File: config.mk
export PLATFORM = sky130hd
export DESIGN_NAME = mem_bus_master
export DESIGN_NICKNAME = d
export VERILOG_FILES = /design/src/rtl/mem_bus_master_pkg.sv /design/src/rtl/mem_lane_align.sv /design/src/rtl/mem_bus_master.sv
export SDC_FILE = /design/constraint.sdc
export NUM_CORES = 1
export LEC_CHECK = 0
export CORE_MARGIN = 1
export CORE_UTILIZATION = 40
export DETAILED_ROUTE_END_ITERATION = 16
export PLACE_DENSITY = 0.76
export SKIP_CTS_REPAIR_TIMING = 1
export SYNTH_ARGS = -nofsm -noshare
export SYNTH_HDL_FRONTEND = slang
export SYNTH_SLANG_ARGS = --single-unit
File: constraint.sdc
create_clock -name clk -period 4.2 [get_ports clk]
set_clock_uncertainty 0.1 [all_clocks]
set_input_delay 0.84 -clock clk [delete_from_list [all_inputs] [get_ports clk]]
set_output_delay 0.84 -clock clk [all_outputs]
set_load 0.02 [all_outputs]
File: src/rtl/mem_bus_master_pkg.sv
// Shared definitions for the MEM-stage bus master: funct3 encodings, FSM states, lane width
// and the access legality check.
package mem_bus_master_pkg;

    localparam int STRB_W = 4;

    localparam logic [2:0] F3_B  = 3'b000;
    localparam logic [2:0] F3_H  = 3'b001;
    localparam logic [2:0] F3_W  = 3'b010;
    localparam logic [2:0] F3_BU = 3'b100;
    localparam logic [2:0] F3_HU = 3'b101;

    typedef enum logic [1:0] {
        ST_IDLE = 2'd0,
        ST_REQ  = 2'd1,
        ST_RSP  = 2'd2,
        ST_DONE = 2'd3
    } state_t;

    // Unsupported encodings (including unsigned stores) are treated like a misaligned access.
    function automatic logic access_ok(input logic we, input logic [2:0] funct3,
                                       input logic [1:0] addr_lo);
        case (funct3)
            F3_B:    access_ok = 1'b1;
            F3_H:    access_ok = ~addr_lo[0];
            F3_W:    access_ok = (addr_lo == 2'b00);
            F3_BU:   access_ok = ~we;
            F3_HU:   access_ok = ~we & ~addr_lo[0];
            default: access_ok = 1'b0;
        endcase
    endfunction

endpackage

File: src/rtl/mem_lane_align.sv
// Byte-lane steering for a 32-bit data bus: store strobes/replication and load extract/extend.
module mem_lane_align
    import mem_bus_master_pkg::*;
(
    input  logic              st_we,
    input  logic [2:0]        st_funct3,
    input  logic [1:0]        st_addr_lo,
    input  logic [31:0]       st_wdata,
    output logic [STRB_W-1:0] st_strb,
    output logic [31:0]       st_wdata_lane,
    input  logic [2:0]        ld_funct3,
    input  logic [1:0]        ld_addr_lo,
    input  logic [31:0]       ld_rdata,
    output logic [31:0]       ld_data
);

    logic [7:0]  byte_sel;
    logic [15:0] half_sel;

    always_comb begin
        st_strb       = 4'b1111;
        st_wdata_lane = st_wdata;
        if (st_we) begin
            case (st_funct3)
                F3_B: begin
                    st_strb       = 4'b0001 << st_addr_lo;
                    st_wdata_lane = {4{st_wdata[7:0]}};
                end
                F3_H: begin
                    st_strb       = st_addr_lo[1] ? 4'b1100 : 4'b0011;
                    st_wdata_lane = {2{st_wdata[15:0]}};
                end
                default: ;
            endcase
        end
    end

    always_comb begin
        byte_sel = ld_rdata[{ld_addr_lo, 3'b000} +: 8];
        half_sel = ld_addr_lo[1] ? ld_rdata[31:16] : ld_rdata[15:0];
        case (ld_funct3)
            F3_B:    ld_data = {{24{byte_sel[7]}}, byte_sel};
            F3_BU:   ld_data = {24'b0, byte_sel};
            F3_H:    ld_data = {{16{half_sel[15]}}, half_sel};
            F3_HU:   ld_data = {16'b0, half_sel};
            default: ld_data = ld_rdata;
        endcase
    end

endmodule

File: src/rtl/mem_bus_master.sv
// MEM-stage load/store bus master: one valid/ready bus transaction per pipeline request.
// Optional handshake watchdog enabled by defining BUS_TIMEOUT_EN.
module mem_bus_master
    import mem_bus_master_pkg::*;
#(
    parameter int ADDR_W  = 32,
    parameter int DATA_W  = 32,
    parameter int TIMEOUT = 255
) (
    input  logic              clk,
    input  logic              rst,
    input  logic              mem_req,
    input  logic              mem_we,
    input  logic [2:0]        mem_funct3,
    input  logic [ADDR_W-1:0] mem_addr,
    input  logic [DATA_W-1:0] mem_wdata,
    output logic [DATA_W-1:0] mem_rdata,
    output logic              busy,
    output logic              mem_err,
    output logic              bus_valid,
    output logic              bus_we,
    output logic [ADDR_W-1:0] bus_addr,
    output logic [DATA_W-1:0] bus_wdata,
    output logic [STRB_W-1:0] bus_strb,
    input  logic              bus_ready,
    input  logic              bus_rvalid,
    input  logic [DATA_W-1:0] bus_rdata
);

    state_t              state;
    logic [2:0]          funct3_q;
    logic [1:0]          addr_lo_q;
    logic                req_ok;
    logic [STRB_W-1:0]   st_strb;
    logic [DATA_W-1:0]   st_wdata_lane;
    logic [DATA_W-1:0]   ld_data;

`ifdef BUS_TIMEOUT_EN
    localparam int CNT_W = ($clog2(TIMEOUT + 1) > 8) ? $clog2(TIMEOUT + 1) : 8;
    logic [CNT_W-1:0] wait_cnt;
`else
    logic [31:0] unused_timeout;
    assign unused_timeout = 32'(TIMEOUT);
`endif

    assign req_ok = access_ok(mem_we, mem_funct3, mem_addr[1:0]);

    // The stall must begin in the request cycle itself, so IDLE decodes it combinationally.
    assign busy = (state == ST_IDLE) ? (mem_req & req_ok)
                                     : ((state == ST_REQ) || (state == ST_RSP));

    mem_lane_align u_lane (
        .st_we         (mem_we),
        .st_funct3     (mem_funct3),
        .st_addr_lo    (mem_addr[1:0]),
        .st_wdata      (mem_wdata),
        .st_strb       (st_strb),
        .st_wdata_lane (st_wdata_lane),
        .ld_funct3     (funct3_q),
        .ld_addr_lo    (addr_lo_q),
        .ld_rdata      (bus_rdata),
        .ld_data       (ld_data)
    );

    always_ff @(posedge clk) begin
        if (rst) begin
            state     <= ST_IDLE;
            mem_err   <= 1'b0;
            bus_valid <= 1'b0;
            bus_we    <= 1'b0;
            bus_addr  <= '0;
            bus_wdata <= '0;
            bus_strb  <= '0;
            mem_rdata <= '0;
            funct3_q  <= '0;
            addr_lo_q <= '0;
`ifdef BUS_TIMEOUT_EN
            wait_cnt  <= '0;
`endif
        end else begin
            mem_err <= 1'b0;
            case (state)
                ST_IDLE: begin
                    if (mem_req && req_ok) begin
                        state     <= ST_REQ;
                        bus_valid <= 1'b1;
                        bus_we    <= mem_we;
                        bus_addr  <= {mem_addr[ADDR_W-1:2], 2'b00};
                        bus_wdata <= st_wdata_lane;
                        bus_strb  <= st_strb;
                        funct3_q  <= mem_funct3;
                        addr_lo_q <= mem_addr[1:0];
`ifdef BUS_TIMEOUT_EN
                        wait_cnt  <= '0;
`endif
                    end else if (mem_req) begin
                        mem_err <= 1'b1;
                    end
                end
                ST_REQ: begin
                    if (bus_ready) begin
                        state     <= ST_RSP;
                        bus_valid <= 1'b0;
`ifdef BUS_TIMEOUT_EN
                        wait_cnt  <= '0;
                    end else if (wait_cnt == CNT_W'(TIMEOUT - 1)) begin
                        state     <= ST_DONE;
                        bus_valid <= 1'b0;
                        mem_err   <= 1'b1;
                        mem_rdata <= '0;
                    end else begin
                        wait_cnt  <= wait_cnt + 1'b1;
`endif
                    end
                end
                ST_RSP: begin
                    // Store acknowledgements complete the transfer but leave the load result alone.
                    if (bus_rvalid) begin
                        state <= ST_DONE;
                        if (!bus_we) mem_rdata <= ld_data;
`ifdef BUS_TIMEOUT_EN
                    end else if (wait_cnt == CNT_W'(TIMEOUT - 1)) begin
                        state     <= ST_DONE;
                        mem_err   <= 1'b1;
                        mem_rdata <= '0;
                    end else begin
                        wait_cnt  <= wait_cnt + 1'b1;
`endif
                    end
                end
                default: state <= ST_IDLE;
            endcase
        end
    end

endmodule

==> impl_metrics.csv <==
group,metric,value,unit
outcome,status,"finished clean",
die,die-area,0.0127,mm2
routing,antenna_left,0,
die,die_h,113,um
routing,wl_per_cell,16.4,um
routing,vias,4848,
routing,post-route-drc-count,0,
timing,finalSetupTns,0,ps
timing,finalCriticalPeriod,3670,ps
routing,viasPerCell,5.29,
worst_setup_path,reg2regPathDepth,4,
die,ios,209,
clock_tree,cts_inserted_buffers,9,
yosys,yosysWarnings,0,
timing,relSlewSlack,0.303,
global_routing,grt_pass1_vias,4817,
timing,post-route-period-util,0.873,
placed_design,dp_slack,543,ps
clock_tree,clk_latency,350,ps
die,chipWidth,113,um
worst_setup_path,crit_path_end_kind,"output pin",
final_layout,final_cell_mix,"205 x clkdlybuf4s50_1, 145 x nand2_1, 108 x dfxtp_1, 70 x a21oi_1, 37 x nor2_1",
yosys,synth_area_per_cell,8.35,um2
yosys,synth_area,0.00492,mm2
final_layout,final_area,0.00734,mm2
run,timing.max_cap.violations,0,
timing,max_freq,273,MHz
yosys,seq_area_frac_synth,0.439,
hold_path,hp-class,"reg -> reg",
worst_setup_path,critPathKind,"in -> out",
die,rows,40,
timing,rsz0062_at_grt,"false",
placed_design,numPortBuffers,206,
pwr,finalPower,0.00315,W
worst_setup_path,cp-endpoint,"busy",
pwr,p_leak,2.40,nW
routing,drtPass1Iterations,4,
clock_tree,clockBufferDepth,2,
global_routing,grt_overflow,0,
worst_setup_path,required,3260,ps
timing,fin_ws,531,ps
worst_setup_path,path_max_fanout,4,
clock_tree,clkSlewWorstSetupHoldPaths,70,ps
timing,tightest_slew,1050,ps
global_routing,grt_pass1_wl,23400,um
final_layout,nets,872,
worst_setup_path,cp-start-kind,"input port",
worst_setup_path,startpoint,"mem_funct3[2]",
final_layout,diodes,0,
worst_setup_path,arrival,2730,ps
final_layout,layout-drive-gt1-share,0.0728,
placed_design,place_congestion,0.870,
placed_design,place_area,0.00697,mm2
worst_setup_path,reg2reg_slack,1540,ps
routing,wl,15000,um
timing,setup_viol,0,
yosys,ys_ff_latch,108,
final_layout,layout_commonest_cell,"clkdlybuf4s50_1",
final_layout,syn_to_final_growth,49.2,%
die,coreArea,0.0120,mm2
timing,drv_slew,0,
placed_design,dp_hpwl,10600,um
clock_tree,htree_levels,3,
global_routing,globalRouteTotalUtil,0.233,
routing,drt_iter0_drc,366,
pwr,ir_drop,0.000286,V
global_routing,grt_max_degree,93,
clock_tree,cts_tree,"yes",
worst_setup_path,crit-reg2reg-launch,"addr_lo_q[1]",
die,start_util,0.410,
global_routing,antenna_found_initial,0,
clock_tree,ctsRootBufferMaster,"clkbuf_16",
yosys,synth_cell_types,46,
clock_tree,clock_sinks,108,
timing,final_hold_viol_count,0,
worst_setup_path,r2r-end,"mem_rdata[27]",
pwr,p_per_area,429,mW/mm2
yosys,syn_inst,589,
critical path, stage by stage:
cell and delay (ps):
clkdlybuf4s50_1 540, a221oi_2 540, o21bai_4 80, o21ai_0 90, clkdlybuf4s50_1 640
area by class of cell:
| cell class | count | area [um2] |
|---|---|---|
| fillers | 1037 | 4670 |
| multi-input cells | 424 | 2480 |
| flip-flops and latches | 108 | 2160 |
| repair buffers | 214 | 2120 |
| clock buffers | 10 | 229 |
| well taps | 147 | 184 |
| clock inverters | 6 | 136 |
| inverters | 7 | 26.3 |
sequential cells by signal, indices dropped and copies added (netlist names):
name and cells:
addr_lo_q 2, mem_rdata 32, mem_err 1, bus_valid 1, bus_strb 4, bus_we 1, bus_addr 30, funct3_q 3
state 2, bus_wdata 32
logic make-up (layout without fill, tap and decap cells):
logic type | count (synthesis) | count (layout) | share of synthesized area
compound gates | 163 | 163 | 0.227
fa+ha+maj | 3 | 3 | 0.00763
buf+inv | 58 | 237 | 0.0615
flops | 108 | 108 | 0.439
mux | 25 | 25 | 0.0519
other cells | 1 | 2 | 0.000762
simple gates | 231 | 231 | 0.212
per-layer routing:
layer | track usage | vias up | part of all wire | wire length [um]
li1 | - | 2376 | - | -
met1 | 0.275 | 2262 | 0.42 | 6260
met2 | 0.387 | 188 | 0.47 | 7040
met3 | 0.0739 | 22 | 0.091 | 1370
met4 | 0.107 | 0 | 0.022 | 333
met5 | 0 | - | 0 | 0
metrics by stage:
stage / utilization / std cells / hold slack [ps]
floorplan: - / 590 / 350
detailed placement: 0.581 / 900 / 347
global route: 0.611 / 916 / 376
finish: 0.611 / 916 / 353
global placement: 0.581 / 900 / 341
CTS: 0.611 / 916 / 352
how the worst min path moves through the flow:
stage	slack, ps	cells after the start	endpoint	startpoint
detailed placement	350	2	bus_wdata[26]	bus_wdata[26]
global route	380	2	bus_wdata[26]	bus_wdata[26]
floorplan	350	2	funct3_q[2]	funct3_q[2]
CTS	350	2	bus_wdata[25]	bus_wdata[25]
finish	350	2	bus_wdata[25]	bus_wdata[25]
global placement	340	2	bus_wdata[26]	bus_wdata[26]
where the power goes:
part / internal, W / switching, W / total (W)
combinational: 0.000424 / 0.000480 / 0.000904
sequential: 0.00114 / 0.0000731 / 0.00121
clock: 0.000644 / 0.000390 / 0.00103
Yosys cell counts (all sizes together):
master	n	area, um2
a211o	1	8.76
a211oi	39	388
a21o	1	7.51
a21oi	71	359
a221oi	1	15.0
a311oi	4	35.0
a31o	3	26.3
and2	4	25.0
and3b	1	8.76
buf	28	189
clkbuf	23	87.6
conb	1	3.75
dfxtp	108	2160
ha	3	37.5
inv	7	26.3
mux2	4	45.0
mux2i	21	210
nand2	145	544
nand2b	5	31.3
nand3	4	20.0
nand3b	10	75.1
nand4b	1	8.76
nor2	37	139
nor2b	9	56.3
nor3	2	10.0
nor3b	3	22.5
nor4	2	27.5
nor4b	3	26.3
nor4bb	3	30.0
o211ai	16	120
o21a	1	7.51
o21ai	20	100
o21ba	1	10.0
o21bai	1	7.51
o221ai	3	26.3
o22ai	1	6.26
or2	1	6.26
or4b	1	10.0
Power figures use the tool's default switching activity.
